===== src/rtl/digger_pkg.sv =====
// rtl/digger_pkg.sv - shared tile codes, directions, grid bounds and goblin states
package digger_pkg;

  localparam logic [2:0] TILE_EMPTY    = 3'd0;
  localparam logic [2:0] TILE_DIRT     = 3'd3;
  localparam logic [2:0] TILE_EMERALD  = 3'd4;
  localparam logic [2:0] TILE_BAG      = 3'd5;
  localparam logic [2:0] TILE_BOUNDARY = 3'd7;

  localparam logic [3:0] MAX_ROW = 4'd9;
  localparam logic [3:0] MAX_COL = 4'd14;

  typedef enum logic [1:0] {
    DIR_UP    = 2'd0,
    DIR_DOWN  = 2'd1,
    DIR_LEFT  = 2'd2,
    DIR_RIGHT = 2'd3
  } dir_t;

  typedef enum logic [1:0] {
    ST_WAIT   = 2'd0,
    ST_ROAM   = 2'd1,
    ST_CAUGHT = 2'd2
  } gob_state_t;

  // Opposite direction is the same axis with the low bit flipped.
  function automatic dir_t dir_reverse(input dir_t d);
    return dir_t'({d[1], ~d[0]});
  endfunction

endpackage


===== src/rtl/goblin_dir_sel.sv =====
// rtl/goblin_dir_sel.sv - picks the goblin's next step from the digger delta and neighbour tiles
module goblin_dir_sel
  import digger_pkg::*;
(
  input  logic signed [4:0] dx,
  input  logic signed [4:0] dy,
  input  dir_t              cur_dir,
  input  logic [2:0]        up,
  input  logic [2:0]        down,
  input  logic [2:0]        left,
  input  logic [2:0]        right,
  output dir_t              dir_out,
  output logic              move_valid
);

  logic [3:0] open_v;
  logic [4:0] adx;
  logic [4:0] ady;
  logic       row_primary;
  dir_t       row_dir;
  dir_t       col_dir;
  dir_t       rev;
  dir_t       cand [7];
  logic [6:0] cval;
  logic       found;

  always_comb begin
    open_v[DIR_UP]    = (up    == TILE_EMPTY);
    open_v[DIR_DOWN]  = (down  == TILE_EMPTY);
    open_v[DIR_LEFT]  = (left  == TILE_EMPTY);
    open_v[DIR_RIGHT] = (right == TILE_EMPTY);
  end

  always_comb begin
    adx         = dx[4] ? -dx : dx;
    ady         = dy[4] ? -dy : dy;
    row_primary = (adx >= ady);
    row_dir     = dx[4] ? DIR_UP   : DIR_DOWN;
    col_dir     = dy[4] ? DIR_LEFT : DIR_RIGHT;
    rev         = dir_reverse(cur_dir);

    // Candidate list in priority order; toward-digger entries drop out on a zero delta.
    cand[0] = row_primary ? row_dir : col_dir;
    cval[0] = row_primary ? (dx != 5'sd0) : (dy != 5'sd0);
    cand[1] = row_primary ? col_dir : row_dir;
    cval[1] = row_primary ? (dy != 5'sd0) : (dx != 5'sd0);
    cand[2] = cur_dir;
    cand[3] = DIR_UP;
    cand[4] = DIR_LEFT;
    cand[5] = DIR_DOWN;
    cand[6] = DIR_RIGHT;
    cval[6:2] = 5'b11111;

    found   = 1'b0;
    dir_out = cur_dir;
    for (int i = 0; i < 7; i++) begin
      if (!found && cval[i] && (cand[i] != rev) && open_v[cand[i]]) begin
        found   = 1'b1;
        dir_out = cand[i];
      end
    end
    if (!found && open_v[rev]) begin
      found   = 1'b1;
      dir_out = rev;
    end
    move_valid = found;
  end

endmodule


===== src/rtl/goblin_ctrl.sv =====
// rtl/goblin_ctrl.sv - goblin spawn/roam/catch state machine and position registers
module goblin_ctrl
  import digger_pkg::*;
#(
  parameter int START_X     = 0,
  parameter int START_Y     = 14,
  parameter int SPAWN_DELAY = 8,
  parameter int MOVE_DIV    = 2
) (
  input  logic       clk,
  input  logic       rst,
  input  logic       tick,
  input  logic       enable,
  input  logic [3:0] digx,
  input  logic [3:0] digy,
  input  logic [2:0] up,
  input  logic [2:0] down,
  input  logic [2:0] left,
  input  logic [2:0] right,
  output logic [3:0] gobx,
  output logic [3:0] goby,
  output logic [1:0] dir,
  output logic       active,
  output logic       caught
);

  localparam logic [3:0] START_X_L  = 4'(START_X);
  localparam logic [3:0] START_Y_L  = 4'(START_Y);
  localparam logic [7:0] SPAWN_LAST = 8'(SPAWN_DELAY - 1);
  localparam logic [3:0] MOVE_LAST  = 4'(MOVE_DIV - 1);

  gob_state_t state, state_nxt;
  logic [7:0] wcnt, wcnt_nxt;
  logic [3:0] mcnt, mcnt_nxt;
  logic [3:0] gobx_nxt, goby_nxt;
  dir_t       dir_q, dir_nxt;

  logic signed [4:0] dx;
  logic signed [4:0] dy;
  dir_t              sel_dir;
  logic              move_valid;
  logic              step_tick;
  logic              hit;

  assign dx        = $signed({1'b0, digx}) - $signed({1'b0, gobx});
  assign dy        = $signed({1'b0, digy}) - $signed({1'b0, goby});
  assign step_tick = enable & tick;
  assign hit       = (gobx == digx) && (goby == digy);

  goblin_dir_sel u_dir_sel (
    .dx         (dx),
    .dy         (dy),
    .cur_dir    (dir_q),
    .up         (up),
    .down       (down),
    .left       (left),
    .right      (right),
    .dir_out    (sel_dir),
    .move_valid (move_valid)
  );

  always_ff @(posedge clk) begin
    if (rst) begin
      state <= ST_WAIT;
      wcnt  <= '0;
      mcnt  <= '0;
      gobx  <= START_X_L;
      goby  <= START_Y_L;
      dir_q <= DIR_LEFT;
    end else begin
      state <= state_nxt;
      wcnt  <= wcnt_nxt;
      mcnt  <= mcnt_nxt;
      gobx  <= gobx_nxt;
      goby  <= goby_nxt;
      dir_q <= dir_nxt;
    end
  end

  always_comb begin
    state_nxt = state;
    wcnt_nxt  = wcnt;
    mcnt_nxt  = mcnt;
    gobx_nxt  = gobx;
    goby_nxt  = goby;
    dir_nxt   = dir_q;
    case (state)
      ST_WAIT: begin
        if (step_tick) begin
          if (wcnt == SPAWN_LAST) begin
            state_nxt = ST_ROAM;
            wcnt_nxt  = '0;
            mcnt_nxt  = '0;
          end else begin
            wcnt_nxt = wcnt + 8'd1;
          end
        end
      end
      ST_ROAM: begin
        // A collision wins over any move slot landing in the same cycle.
        if (hit) begin
          state_nxt = ST_CAUGHT;
        end else if (step_tick) begin
          if (mcnt == MOVE_LAST) begin
            mcnt_nxt = '0;
            if (move_valid) begin
              dir_nxt = sel_dir;
              case (sel_dir)
                DIR_UP:    gobx_nxt = gobx - 4'd1;
                DIR_DOWN:  gobx_nxt = gobx + 4'd1;
                DIR_LEFT:  goby_nxt = goby - 4'd1;
                DIR_RIGHT: goby_nxt = goby + 4'd1;
                default:   gobx_nxt = gobx;
              endcase
            end
          end else begin
            mcnt_nxt = mcnt + 4'd1;
          end
        end
      end
      ST_CAUGHT: begin
        state_nxt = ST_CAUGHT;
      end
      default: begin
        state_nxt = ST_WAIT;
      end
    endcase
  end

  assign dir    = dir_q;
  assign active = (state == ST_ROAM);
  assign caught = (state == ST_CAUGHT);

endmodule


===== config.mk =====
export PLATFORM = sky130hd
export DESIGN_NAME = goblin_ctrl
export DESIGN_NICKNAME = d
export VERILOG_FILES = /design/src/rtl/digger_pkg.sv /design/src/rtl/goblin_dir_sel.sv /design/src/rtl/goblin_ctrl.sv
export SDC_FILE = /design/constraint.sdc
export NUM_CORES = 1
export LEC_CHECK = 0
export CAP_MARGIN = 20
export CORE_AREA = 2 2 68 70
export CTS_CLUSTER_SIZE = 10
export DETAILED_ROUTE_END_ITERATION = 12
export DIE_AREA = 0 0 70 72
export DONT_BUFFER_PORTS = 1
export GPL_TIMING_DRIVEN = 0
export PLACE_DENSITY = 0.74
export SLEW_MARGIN = 20
export SYNTH_ARGS = -nofsm -noshare
export SYNTH_HDL_FRONTEND = slang
export SYNTH_SLANG_ARGS = --single-unit
export TNS_END_PERCENT = 100

===== constraint.sdc =====
create_clock -name clk -period 7.2 [get_ports clk]
set_clock_uncertainty 0.05 [all_clocks]
set_input_delay 0.36 -clock clk [delete_from_list [all_inputs] [get_ports clk]]
set_output_delay 0.36 -clock clk [all_outputs]
set_load 0.005 [all_outputs]

Word level (Yosys, flattened, before mapping):

Index checks and enable logic that the tools add are counted.

* equal/unequal tests: 20
* magnitude comparators: 5
* add/sub/neg operators: 10
* multiplexer cells: 45
* bitwise logic cells: 3
* div/mod/pow operators: 0
* shift-type cells: 0
* multiply operators: 0
* reductions and logical operators: 42

Operator list (count)
* 2-bit two-way mux: 13
* 4-bit case mux with 2 select lines: 3
* 4-bit two-way mux: 5
* 1-bit logical AND: 17
* 1-bit two-way mux: 16
* 4-bit by 1-bit adder with 4-bit output (second input constant): 3
* 3-bit zero test: 4
* 2-bit by 3-bit less-than comparator with 1-bit output (second input constant): 4
* 6-bit AND reduction: 2
* 5-bit two-way mux: 2
* 5-bit negation: 2
* 5-bit AND reduction: 2
* 5-bit nonzero test: 2
* 4-bit by 4-bit subtractor with 5-bit output: 2
* 8-bit by 1-bit adder with 8-bit output (second input constant): 1
* 1-bit binary-select mux with 2-bit select: 4
* 4-bit equality test: 2
* 8-bit by 3-bit equality test with 1-bit output (second input constant): 1
* 8-bit two-way mux: 1
* 2-bit nonzero test: 4
* 4-bit by 1-bit subtractor with 4-bit output (second input constant): 2
* 1-bit zero test: 7
* 2-bit equality test (second input constant): 3
* 2-bit inequality test (second input constant): 3
* 14 further kinds: 20

* output and inout port bits: 12
* bits in writable memories: 0
* memories kept: 0
* bits in latches: 0
* bits in registers: 24
* bits in read-only memories: 0
* input bits: 24

Longest topological paths before layout:

Gate-level depths: netlist (run 1).

* depth after elaboration: 40
* depth in mapped cells: 24
* mapped depth without buffers: 24

By module:

A second synthesis (run 1) with hierarchy kept.

* cells, all modules: 323
* area, all modules: 2630.0 um^2

Modules (own cells, without submodules)
* goblin_ctrl: instances 1, area each 1686.6 um^2, sequential area each 480.5 um^2, cells an instance 195
* goblin_dir_sel: instances 1, area each 943.4 um^2, sequential area each 0.0 um^2, cells an instance 128

Worst setup path before layout (run 1):

OpenSTA, ideal clock, no wires.

* path kind: reg-to-reg
* start: register goby[0]
* end: register gobx[3]
* stages on the path, launching flop included: 24
* slack: 1.951 ns
* data required time: 7.027 ns
* data arrival time: 5.076 ns
* path buffers: 0
* path through: dfxtp_1 -> ha_1 -> inv_1 -> fa_1 -> inv_1 -> ha_1 -> nor2b_1 -> nand4bb_1 -> nand2_1 -> nand2_1 -> ha_1 -> a21o_1 -> a31oi_4 -> xnor2_1 -> a21o_1 -> a311o_1 -> a31oi_1 -> nand2b_1 -> ha_1 -> a21o_1 -> a21oi_1 -> a311o_1 -> a311oi_2 -> mux2_1

* longest elaborated chain between the ends: 40
* elaborated cells between the ends (all ways): 63
* those cells by class: add/sub: 2; order compare: 1; eq/ne: 4; mux: 27; bitwise: 1; reduce/logical: 28

Ends and longest elaborated chain
* start: declaration: RTL line goblin_ctrl.sv:21 `output logic [3:0] goby,`
* start signal: assignment: RTL line goblin_ctrl.sv:75 `goby <= goby_nxt;`
* 4-bit by 4-bit subtractor with 5-bit output: RTL line goblin_ctrl.sv:46 `assign dy = $signed({1'b0, digy}) - $signed({1'b0, goby});`
* 5-bit negation: RTL line goblin_dir_sel.sv:36 `ady = dy[4] ? -dy : dy;`
* 5-bit two-way mux: RTL line goblin_dir_sel.sv:36
* 5-bit >= comparator: RTL line goblin_dir_sel.sv:37 `row_primary = (adx >= ady);`
* 2-bit two-way mux: RTL line goblin_dir_sel.sv:43 `cand[0] = row_primary ? row_dir : col_dir;`
* 1-bit binary-select mux with 2-bit select / 2-bit inequality test (equally long branches): RTL line goblin_dir_sel.sv:57 `if (!found && cval[i] && (cand[i] != rev) && open_v[cand[i]]) begin`
* 1-bit two-way mux (implied by the code) / 1-bit logical AND (equally long branches): RTL line goblin_dir_sel.sv:57
* 1-bit logical AND: RTL line goblin_dir_sel.sv:57
* (+23 left out)
* 1-bit logical AND (2 in a row): RTL line goblin_dir_sel.sv:57
* 1-bit two-way mux: RTL line goblin_dir_sel.sv:57
* 1-bit zero test: RTL line goblin_dir_sel.sv:62 `if (!found && open_v[rev]) begin`
* 1-bit logical AND: RTL line goblin_dir_sel.sv:62
* 2-bit two-way mux: RTL line goblin_dir_sel.sv:62
* 2-bit by 1-bit equality test with 1-bit output / 2-bit zero test (equally long branches): RTL line goblin_ctrl.sv:108 `case (sel_dir)`
* 2-bit nonzero test (no source line)
* 6-bit AND reduction (no source line)
* end signal: assignment: RTL line goblin_ctrl.sv:74 `gobx <= gobx_nxt;`
* end: declaration: RTL line goblin_ctrl.sv:20 `output logic [3:0] gobx,`

Several ways; a longest one is shown, not always the timed one. The select of a mux whose other input is x is not followed.
A chain may end at the register's enable or synchronous reset.

Final worst setup path (run 1):

Same ends and word-level chain as after synthesis.

==> key figures, run 1 <==
Finish
  – Multi-input gate area: 0.00187 sq mm
  – Commonest non-fill, non-tap cell in the layout: nor2_1
  – Final instance area: around 0.0026 sq mm
  – Synth-to-layout area growth: 4.87%
  – Fillers: 410
  – ANT cells: 0
  – # nets final: approximately 370
  – Share of layout cells above drive strength 1: 0.0857
  – FF+latch area: 480 sq um
  – Most frequent cells in the layout: 34 x nor2_1, 27 x nand2_1, 25 x ha_1, 24 x dfxtp_1, 22 x inv_1

Worst hold path
  – Hold-critical path endpoint: wcnt[2]$_SDFFE_PP0P_
  – Hold Crit Depth: 3
  – Hold Crit Start: enable
  – HP Class: input pin to register

Power
  – Seq pwr share: 0.389
  – Logic pwr share: 0.354
  – Max IR drop VDD: 69.8 uV
  – Internal power: 0.000231 W
  – Sw frac: 0.327
  – Pleak: 1.02 nW
  – Clock Power Share: 0.257
  – Net Switching: 0.000113 W
  – Power density cells: 133 mW/mm^2

Clock network
  – Post-CTS setup buffers: 0
  – CTS tree: yes
  – Cts hold-fix bufs: 0
  – H-tree levels: 1
  – TritonCTS Buffers: 3
  – Worst skew pair latency: 260 ps
  – Longest Clk Path Bufs: 2
  – Clock sink count: 24
  – Root cell of the clock tree: clkbuf_8
  – Clock slew at reported path FFs: 80 ps
  – CTS resizes: 0

Global route
  – Global-route usage over all layers: 0.216
  – Largest net degree at the start of global routing: 14
  – GRT overflow: 0
  – Vias in the first global route: around 2k
  – Antenna violations before repair: 0
  – First-pass GRT wire length: around 9 mm

Drt
  – Vias/cell: 6.09
  – Routed Antenna Nets: 0
  – Drt drc: 0
  – Initial drt markers: around 140
  – WL/cell: 14.7 um
  – Final WL: 5.40 mm
  – Router iterations before antenna repair: 4
  – Via count: 2236

Setup path
  – Crit-path slowest cell: dfxtp_1
  – Worst R2R Start: goby[0]$_SDFFE_PP0P_
  – R2r worst-path depth: 23
  – Crit path cell chain: ha_1 -> inv_1 -> fa_1 -> inv_1 -> ha_1 -> nor2b_1 -> nand4bb_1 -> nand2_1 -> nand2_1 -> ha_1 -> a21o_1 -> a31oi_4 -> xnor2_1 -> a21o_1 -> a311o_1 -> a31oi_1 -> nand2b_1 -> ha_1 -> a21o_1 -> a21oi_1 -> nand4_1 -> a311oi_2 -> mux2_1
  – WP data required: 7310 ps
  – Reg2reg setup slack: 1120 ps
  – Worst Setup Path Type: register to register
  – Max FO, Critical Path: 7
  – Endpoint type of the worst setup path: register
  – Critical Path Source Type: register
  – CP arrival: 6190 ps
  – Top delay family on crit path: compound AO/OA/AOI/OAI gates
  – Critical path's largest stage delay: 500 ps
  – RR Endpoint: gobx[3]$_SDFFE_PP0P_
  – Crit-path most repeated cell: ha_1
  – Worst path buffer plus inverter count: 2

Synthesis
  – Register area share after synthesis: 0.195
  – Ys flop type: dfxtp_1
  – Gate Count Post-Synth: 311
  – Number of synthesized flops with an enable pin: 0
  – Yosys cell types: 61
  – #FFs+latches synth: 24
  – Syn nets: 364
  – Fraction of registers with async set/reset: 0
  – Syn avg cell area: about 8 sq um
  – Warnings, synthesis: 0
  – Mapped Area: 0.00246 sq mm

Run status
  – Outcome: completed

Floorplanning
  – Die H: slightly above 70 um
  – Site Rows: 24
  – Die width: 70 um
  – Area of the die: between 0.005 and 0.006 sq mm
  – # IOs: 36
  – Core ar.: 0.00426 sq mm
  – Initial Utilization: 0.578

STA
  – FMAX: 164 MHz
  – Crit path time final: about 6000 ps
  – Final count of pins violating max slew: 0
  – Total negative setup slack: 0 ps
  – RSZ-0062 raised after global routing: no
  – Final hold violation count: 0
  – Final setup viols: 0
  – Final Cycle Share: 0.845
  – Slew Limit Headroom: 0.612
  – Slew @ Worst Pin: roughly 580 ps

Place
  – Buffers on Ports: 0
  – Post-DP Area: 0.00253 sq mm
  – Hpwl dp: 4.30 mm
  – Gp weighted congestion: 0.846

Run
  – Maxcap violations: 0
==> worst register-to-register path: stages (launching register included) <==
cell and delay (ps):
dfxtp_1 500, ha_1 240, inv_1 60, fa_1 430, inv_1 110, ha_1 210
nor2b_1 140, nand4bb_1 130, nand2_1 130, nand2_1 60, ha_1 330, a21o_1 230
a31oi_4 290, xnor2_1 160, a21o_1 250, a311o_1 370, a31oi_1 490, nand2b_1 240
ha_1 330, a21o_1 180, a21oi_1 240, nand4_1 150, a311oi_2 320, mux2_1 350
==> cells by family (layout without fill, tap and decap cells) <==
group | Yosys count | after routing | synth area share
multiplexers | 9 | 9 | 0.0386
AND/OR/NAND/NOR | 121 | 121 | 0.257
AO/OA/AOI/OAI | 80 | 80 | 0.238
adder cells (fa/ha/maj) | 29 | 29 | 0.159
XOR/XNOR | 19 | 19 | 0.0675
flip-flops | 24 | 24 | 0.195
buffers and inverters | 29 | 33 | 0.0447
==> layout make-up <==
| type | count | area share |
|---|---|---|
| Buffer | 7 | 0.0106 |
| Clock buffer | 4 | 0.0213 |
| Inverter | 22 | 0.0319 |
| Multi-Input combinational cell | 258 | 0.725 |
| Sequential cell | 24 | 0.186 |
| Tap cell | 52 | 0.0252 |
==> worst max path at each step <==
stage	startpoint	endpoint	slack, ps	cells past startpoint
2_1_floorplan	goby[0]$_SDFFE_PP0P_	gobx[3]$_SDFFE_PP0P_	1950	23
3_3_place_gp	goby[0]$_SDFFE_PP0P_	gobx[3]$_SDFFE_PP0P_	1310	21
3_5_place_dp	goby[0]$_SDFFE_PP0P_	gobx[3]$_SDFFE_PP0P_	1210	23
4_1_cts	goby[0]$_SDFFE_PP0P_	gobx[3]$_SDFFE_PP0P_	1180	23
5_1_grt	goby[0]$_SDFFE_PP0P_	gobx[3]$_SDFFE_PP0P_	680	23
6_report	goby[0]$_SDFFE_PP0P_	gobx[3]$_SDFFE_PP0P_	1120	23
==> power by group through the flow <==
stage	clock network (W)	registers, W	logic (W)
global route	0.0000958	0.000134	0.000135
finish	0.0000884	0.000134	0.000122
CTS	0.0000915	0.000134	0.000120
floorplan	0	0.000137	0.0000996
global placement	0	0.000137	0.000117
detailed placement	0	0.000137	0.000119
==> registers in the layout, indices dropped and copies added, names as in the netlist <==
register / count
dir: 2
gobx: 4
goby: 4
mcnt: 4
state: 2
wcnt: 8
==> per-layer routing <==
metal,global-route usage,vias to the layer above,part of all wire
li1,-,1157,-
met3,0.0361,4,0.053
met5,0,-,0
met4,0.0363,0,0.0076
met1,0.305,1015,0.51
met2,0.356,60,0.43
==> per-stage QoR <==
step | worst slack [ps] | hold WS, ps | instances | total power, W | utilization
2_1_floorplan | 1950 | 412 | 311 | 0.000237 | -
3_3_place_gp | 1310 | 426 | 363 | 0.000254 | 0.593
3_5_place_dp | 1210 | 437 | 363 | 0.000256 | 0.593
4_1_cts | 1180 | 287 | 367 | 0.000346 | 0.606
5_1_grt | 681 | 306 | 367 | 0.000365 | 0.606
6_report | 1120 | 291 | 367 | 0.000344 | 0.606
==> cells in the mapped netlist (3+ instances only) <==
cell type / count / area share
mux2i_1: 5 / 0.020
inv_1: 22 / 0.034
a31oi_1: 5 / 0.013
a21oi_1: 21 / 0.043
and3_1: 4 / 0.010
ha_1: 25 / 0.13
nand4_1: 11 / 0.028
or3_1: 7 / 0.018
nor2_1: 34 / 0.052
a211oi_1: 4 / 0.012
xnor2_1: 12 / 0.043
dfxtp_1: 24 / 0.19
xor2_1: 7 / 0.025
nor3_2: 4 / 0.016
o21ai_0: 13 / 0.026
nor2b_1: 3 / 0.0076
a311o_1: 3 / 0.012
nand3_1: 9 / 0.018
a21oi_2: 3 / 0.011
fa_1: 4 / 0.032
a31o_2: 3 / 0.011
clkbuf_1: 6 / 0.0091
nand2_1: 27 / 0.041
nor3_1: 4 / 0.0081
nand2b_1: 3 / 0.0076
a21o_1: 6 / 0.018
mux2_2: 3 / 0.014
Power figures use the tool's default switching activity.
==> run 2, diff against run 1 <==
--- a/config.mk
+++ b/config.mk
@@ -5,14 +5,15 @@
 export SDC_FILE = /design/constraint.sdc
 export NUM_CORES = 1
 export LEC_CHECK = 0
+export ABC_AREA = 1
 export CAP_MARGIN = 20
-export CORE_AREA = 2 2 68 70
+export CORE_AREA = 2 2 69 71
 export CTS_CLUSTER_SIZE = 10
 export DETAILED_ROUTE_END_ITERATION = 12
-export DIE_AREA = 0 0 70 72
+export DIE_AREA = 0 0 71 73
 export DONT_BUFFER_PORTS = 1
 export GPL_TIMING_DRIVEN = 0
-export PLACE_DENSITY = 0.74
+export PLACE_DENSITY = 0.76
 export SLEW_MARGIN = 20
 export SYNTH_ARGS = -nofsm -noshare
 export SYNTH_HDL_FRONTEND = slang
==> constraint.sdc (replaced) <==
create_clock -name clk -period 6.29 [get_ports clk]
set_clock_uncertainty 0.05 [all_clocks]
set_input_delay 0.3145 -clock clk [delete_from_list [all_inputs] [get_ports clk]]
set_output_delay 0.3145 -clock clk [all_outputs]
set_load 0.005 [all_outputs]
==> run 2 against run 1 <==
  * Largest cell class unchanged
  * Design area rose by 6.3%
  * Sequential share of layout area fell by 1.1 points
  * Largest power group is now combinational cells
  * Register-to-register slack barely moved
  * Sequential power rose by 32%
  * Sequential cell count did not move
  * Power rose by 100%
==> key figures, run 2 <==
Run status
  – Outcome: completed

Synthesis
  – Fraction of registers with async set/reset: 0
  – Post-synthesis compound-gate area fraction: 0.0973
  – Top post-synthesis cells by area: dfxtp_1 18%, ha_1 12%, nand2_1 12%
  – XOR/XNOR share of the synthesized area: 0.0369
  – Number of synthesized flops with an enable pin: 0
  – Synth area leader: dfxtp_1
  – Warnings, synthesis: 0
  – Yosys cell types: 40
  – Synth Area in Adders: 0.151
  – Synth Area in Simple Gates: 0.418
  – Ys flop type: dfxtp_1
  – Mapped Area: about 0.0026 sq mm
  – Syn avg cell area: 6.61 sq um
  – Mux cell area share after synthesis: 0
  – Register area share after synthesis: 0.184
  – #FFs+latches synth: 24
  – Syn nets: 448
  – Synth top area share: 0.184
  – Main combinational cell family by area after synthesis: simple AND/OR/NAND/NOR gates
  – Cell with the most instances after synthesis: nand2_1
  – Top cells by count, synth: 83 x nand2_1, 62 x inv_1, 42 x nor2_1, 27 x nand3_1, 25 x ha_1
  – Gate Count Post-Synth: 395

Drt
  – Vias/cell: 5.26
  – Drt drc: 0
  – Initial drt markers: 87
  – WL/cell: 11.6 um
  – Final WL: 5.26 mm
  – Router iterations before antenna repair: 4
  – Via count: 2381
  – Routed Antenna Nets: 0

Setup path
  – Critical path's largest stage delay: about 490 ps
  – Crit-path slowest cell: dfxtp_1
  – WP data required: roughly 6400 ps
  – Worst R2R Start: goby[0]$_SDFFE_PP0P_
  – Critical Path Source Type: register
  – Top delay family on crit path: simple AND/OR/NAND/NOR gates
  – Max FO, Critical Path: 10
  – Crit-path most repeated cell: nand2_2
  – Worst Setup SP: goby[0]$_SDFFE_PP0P_
  – CP arrival: roughly 5300 ps
  – Endpoint type of the worst setup path: register
  – Worst path buffer plus inverter count: 7
  – Worst Setup Path Type: register to register

Clock network
  – Clock slew at reported path FFs: roughly 90 ps
  – Post-CTS setup buffers: 0
  – Cts hold-fix bufs: 0
  – Worst skew pair latency: approximately 270 ps
  – Clock sink count: 24
  – H-tree levels: 1
  – Root cell of the clock tree: clkbuf_8
  – CTS tree: yes
  – Longest Clk Path Bufs: 2
  – CTS resizes: 0
  – TritonCTS Buffers: 3

Global route
  – First-pass GRT wire length: ~9.2 mm
  – Global-route usage over all layers: 0.217
  – Vias in the first global route: between 2k and 2.5k
  – Antenna violations before repair: 0
  – Largest net degree at the start of global routing: 15
  – GRT overflow: 0

Power
  – Clock Power Share: 0.193
  – Seq pwr share: 0.255
  – Net Switching: 0.000307 W
  – Power density cells: around 250 mW/mm^2
  – Sw frac: 0.441
  – Max IR drop VDD: ~170 uV
  – Internal power: 0.000389 W
  – Pleak: 1.36 nW
  – Total power: about 0.0007 W
  – Logic pwr share: 0.552

Floorplanning
  – # IOs: 36
  – Core ar.: 0.00454 sq mm
  – Die H: roughly 73 um
  – Site Rows: 25
  – Die width: 71 um
  – Initial Utilization: 0.575
  – Area of the die: 0.00518 sq mm

STA
  – Final setup viols: 0
  – Final worst setup slack: 1110 ps
  – FMAX: 193 MHz
  – Slew Limit Headroom: 0.650
  – RSZ-0062 raised after global routing: no
  – Total negative setup slack: 0 ps
  – Final Cycle Share: 0.823
  – Crit path time final: 5180 ps
  – Final count of pins violating max slew: 0
  – Final hold violation count: 0
  – Slew @ Worst Pin: 520 ps

Place
  – Hpwl dp: 4.45 mm
  – Buffers on Ports: 0
  – Setup WS pre-CTS: 1080 ps
  – Gp weighted congestion: 0.857
  – Post-DP Area: about 0.0027 sq mm

Finish
  – Top reg by flops: wcnt
  – Fillers: 430
  – # nets final: roughly 450
  – ANT cells: 0
  – Final instance area: 0.00275 sq mm
  – Commonest non-fill, non-tap cell in the layout: nand2_1
  – Synth-to-layout area growth: 5.32%
  – Share of layout cells above drive strength 1: 0.138
  – Max FFs per register: 8
  – Most frequent cells in the layout: 83 x nand2_1, 62 x inv_1, 42 x nor2_1, 27 x nand3_1, 25 x ha_1

Worst hold path
  – HP Class: input pin to register
  – Hold Crit Start: enable

Run
  – Maxcap violations: 0
==> run 2: cell count changes after synthesis, sizes merged, moves of 5 or more <==
cell / change
inv: +48
mux2i: -5
xnor2: -9
nand2: +75
nor2: +14
nand3: +22
or3: -7
nor3: +5
a21o: -6
clkbuf: -5
==> run 2: layout make-up <==
cell class,count,area [sq um],share of cell area
plain buffers,4,25.0,0.00910
clock buffers,3,41.3,0.0150
well taps,54,67.6,0.0246
clock inverters,1,30.0,0.0109
multi-input cells,296,1830,0.667
flip-flops and latches,24,480,0.175
inverters,71,272,0.0988
==> run 2: metal layers <==
metal | up-vias | wire [um] | GRT usage
met5 | - | 0 | 0
met3 | 7 | 149 | 0.0138
met1 | 1050 | 2380 | 0.258
met2 | 41 | 2660 | 0.418
li1 | 1283 | - | -
met4 | 0 | 72 | 0.0608
==> run 2: final timing paths <==
| kind | end | slack [ps] | cells past startpoint |
|---|---|---|---|
| setup / recovery | gobx[3]$_SDFFE_PP0P_ | 1110 | 37 |
| hold reg to reg | wcnt[7]$_SDFFE_PP0P_ | 440 | 2 |
| setup reg to reg | gobx[3]$_SDFFE_PP0P_ | 1110 | 37 |
| hold / removal | state[0]$_SDFFE_PP0P_ | 340 | 4 |
==> run 2: worst register-to-register path, delay by kind of cell (launching register included) <==
kind / cells / cell delay [ps]
adders and majority gates: 4 / 1270
and+or+nand+nor: 21 / 1880
AOI/OAI and AO/OA: 4 / 640
DFF: 1 / 490
xor gates and xnor gates: 1 / 170
buffers and inverters: 7 / 550
==> run 2: cell families (layout without fill, tap and decap cells) <==
family	Yosys count	after routing
AND/OR/NAND/NOR	215	215
buffers and inverters	75	79
AO/OA/AOI/OAI	41	41
adder cells (fa/ha/maj)	29	29
flip-flops	24	24
XOR/XNOR	11	11
==> run 2: per-stage QoR <==
step | hold WS, ps | std cells | util
2_1_floorplan | 398 | 395 | -
3_3_place_gp | 412 | 449 | 0.590
3_5_place_dp | 425 | 449 | 0.590
4_1_cts | 339 | 453 | 0.606
5_1_grt | 391 | 453 | 0.606
6_report | 341 | 453 | 0.606
==> run 2: power groups by stage <==
stage / clock, W / combinational [W] / sequential [W]
floorplan: 0 / 0.000327 / 0.000178
global placement: 0 / 0.000375 / 0.000180
finish: 0.000134 / 0.000384 / 0.000177
CTS: 0.000138 / 0.000387 / 0.000177
detailed placement: 0 / 0.000385 / 0.000181
global route: 0.000143 / 0.000448 / 0.000179
==> run 3, diff against run 2 <==
==> constraint.sdc (replaced) <==
create_clock -name clk -period 4.8 [get_ports clk]
set_clock_uncertainty 0.05 [all_clocks]
set_input_delay 0.24 -clock clk [delete_from_list [all_inputs] [get_ports clk]]
set_output_delay 0.24 -clock clk [all_outputs]
set_load 0.005 [all_outputs]
==> run 3 against run 2 <==
  * Design area is 13% higher
  * Wire length is 14% higher
  * Sequential cell count stayed put
  * Via count is 7.0% higher
  * Hold slack worse by 71 ps
  * Core utilization is 8.1 points higher
  * Fmax is 8.6% higher
  * Worst setup slack worse by 1100 ps
  * Power is 52% higher
  * Sequential power is 31% higher
  * Global-route usage is 0.73 points higher
  * Critical path type unchanged
==> key figures, run 3 (same netlist as run 2, synthesis figures left out) <==
Run status
  – Outcome: completed

STA
  – Final Cycle Share: 0.993
  – Final hold violation count: 0
  – Crit path time final: 4770 ps
  – Slew @ Worst Pin: 529 ps
  – Final setup viols: 0
  – Slew Limit Headroom: 0.645
  – Final worst setup slack: 32.8 ps
  – RSZ-0062 raised after global routing: yes
  – Total negative setup slack: 0 ps
  – Final count of pins violating max slew: 0
  – FMAX: about 210 MHz

Drt
  – WL/cell: 12.8 um
  – Vias/cell: 5.43
  – Via count: 2547
  – Final WL: 6.02 mm
  – Routed Antenna Nets: 0
  – Router iterations before antenna repair: 5
  – Initial drt markers: 86
  – Drt drc: 0

Finish
  – Most frequent cells in the layout: 76 x nand2_1, 52 x inv_1, 37 x nor2_1, 24 x nand3_1, 19 x ha_1
  – Commonest non-fill, non-tap cell in the layout: nand2_1
  – Max FFs per register: 8
  – Fillers: 364
  – Synth-to-layout area growth: 19.4%
  – ANT cells: 0
  – # nets final: between 400 and 500
  – Share of layout cells above drive strength 1: 0.282
  – Top reg by flops: wcnt

Setup path
  – Critical path's largest stage delay: just under 600 ps
  – WP data required: 4930 ps
  – Crit-path slowest cell: fa_2
  – Reg2reg setup slack: 30 ps
  – Worst Setup Path Type: register to register
  – Max FO, Critical Path: 5
  – Endpoint type of the worst setup path: register
  – Crit-path most repeated cell: nand2_2
  – Critical Path Source Type: register
  – R2r worst-path depth: 36
  – Worst R2R Start: gobx[0]$_SDFFE_PP0P_
  – RR Endpoint: gobx[3]$_SDFFE_PP0P_
  – CP arrival: 4890 ps

Worst hold path
  – Hold Crit Depth: 4
  – Hold Crit Start: enable
  – HP Class: input pin to register
  – Hold-critical path endpoint: state[0]$_SDFFE_PP0P_

Place
  – Gp weighted congestion: 0.857
  – Setup WS pre-CTS: -405 ps
  – Hpwl dp: 4.45 mm
  – Buffers on Ports: 0

Power
  – Total power: 0.00106 W
  – Power density cells: 340 mW/mm^2
  – Max IR drop VDD: about 260 uV
  – Pleak: 1.46 nW

Floorplanning
  – Site Rows: 25
  – Die width: 71 um
  – Area of the die: between 0.005 and 0.006 sq mm
  – # IOs: 36
  – Core ar.: 0.00454 sq mm
  – Initial Utilization: 0.575
  – Die H: 73 um

Clock network
  – H-tree levels: 1
  – Cts hold-fix bufs: 0
  – Clock slew at reported path FFs: around 90 ps
  – CTS tree: yes
  – Longest Clk Path Bufs: 2
  – Worst skew pair latency: between 200 and 300 ps
  – Clock sink count: 24
  – TritonCTS Buffers: 3
  – Root cell of the clock tree: clkbuf_8

Global route
  – Antenna violations before repair: 0
  – First-pass GRT wire length: 9.47 mm
  – Vias in the first global route: roughly 2.2k
  – Global-route usage over all layers: 0.224
  – Largest net degree at the start of global routing: 15
  – GRT overflow: 0

Run
  – Maxcap violations: 0
run 3: cell types whose count changed in the layout (fill, tap and decap cells not counted), sizes merged:
cell and delta:
buf +16
run 3: metal layers:
metal | vias up | global-route usage | wire [um]
met4 | 0 | 0.0734 | 163
met2 | 48 | 0.426 | 3120
met1 | 1175 | 0.268 | 2590
li1 | 1311 | - | -
met3 | 13 | 0.0138 | 142
met5 | - | 0 | 0
run 3: per-stage QoR:
stage                      util  std cells  area (sq um)  hold slack, ps
after floorplan               -        395          2610             398
after global placement    0.590        449          2680             412
after detailed placement  0.590        449          2680             425
after CTS                 0.627        457          2840             265
after global routing      0.687        469          3120             329
final                     0.687        469          3120             270
run 3: final cells by class:
type | instances | area, sq um | share of cell area
Clock buffer | 3 | 41.3 | 0.0132
Clock inverter | 1 | 30.0 | 0.00963
Timing Repair Buffer | 16 | 120 | 0.0385
Inverter | 71 | 274 | 0.0879
Buffer | 4 | 25.0 | 0.00803
Sequential cell | 24 | 493 | 0.158
Multi-Input combinational cell | 296 | 2070 | 0.663
Tap cell | 54 | 67.6 | 0.0217
run 3: worst max-delay path by stage:
| stage | startpoint | end | slack [ps] | depth (start not counted) |
|---|---|---|---|---|
| floorplan | gobx[0]$_SDFFE_PP0P_ | gobx[3]$_SDFFE_PP0P_ | 230 | 38 |
| global placement | goby[0]$_SDFFE_PP0P_ | gobx[3]$_SDFFE_PP0P_ | -300 | 37 |
| detailed placement | goby[0]$_SDFFE_PP0P_ | gobx[3]$_SDFFE_PP0P_ | -410 | 37 |
| CTS | goby[0]$_SDFFE_PP0P_ | goby[3]$_SDFFE_PP1P_ | -30 | 34 |
| global route | gobx[0]$_SDFFE_PP0P_ | gobx[3]$_SDFFE_PP0P_ | -350 | 36 |
| finish | gobx[0]$_SDFFE_PP0P_ | gobx[3]$_SDFFE_PP0P_ | 30 | 36 |
run 3: report_power, final:
part           total, W  switching [W]  internal, W
sequential     0.000231      0.0000151     0.000216
combinational  0.000652       0.000389     0.000263
clock          0.000176      0.0000642     0.000112
run 3: critical path, delay by kind of cell (launching register included):
kind,cells,cell delay [ps]
compound gates,3,360
simple gates,23,1930
fa+ha+maj,5,1530
flops,1,420
buf+inv,5,390
run 3: timing repair:
action | CTS | global route
resized for setup | 17 | 49
gates cloned | 1 | 0
pin swaps | 8 | 38
buffers inserted | 3 | 12
setup endpoints to repair | 3 | 6
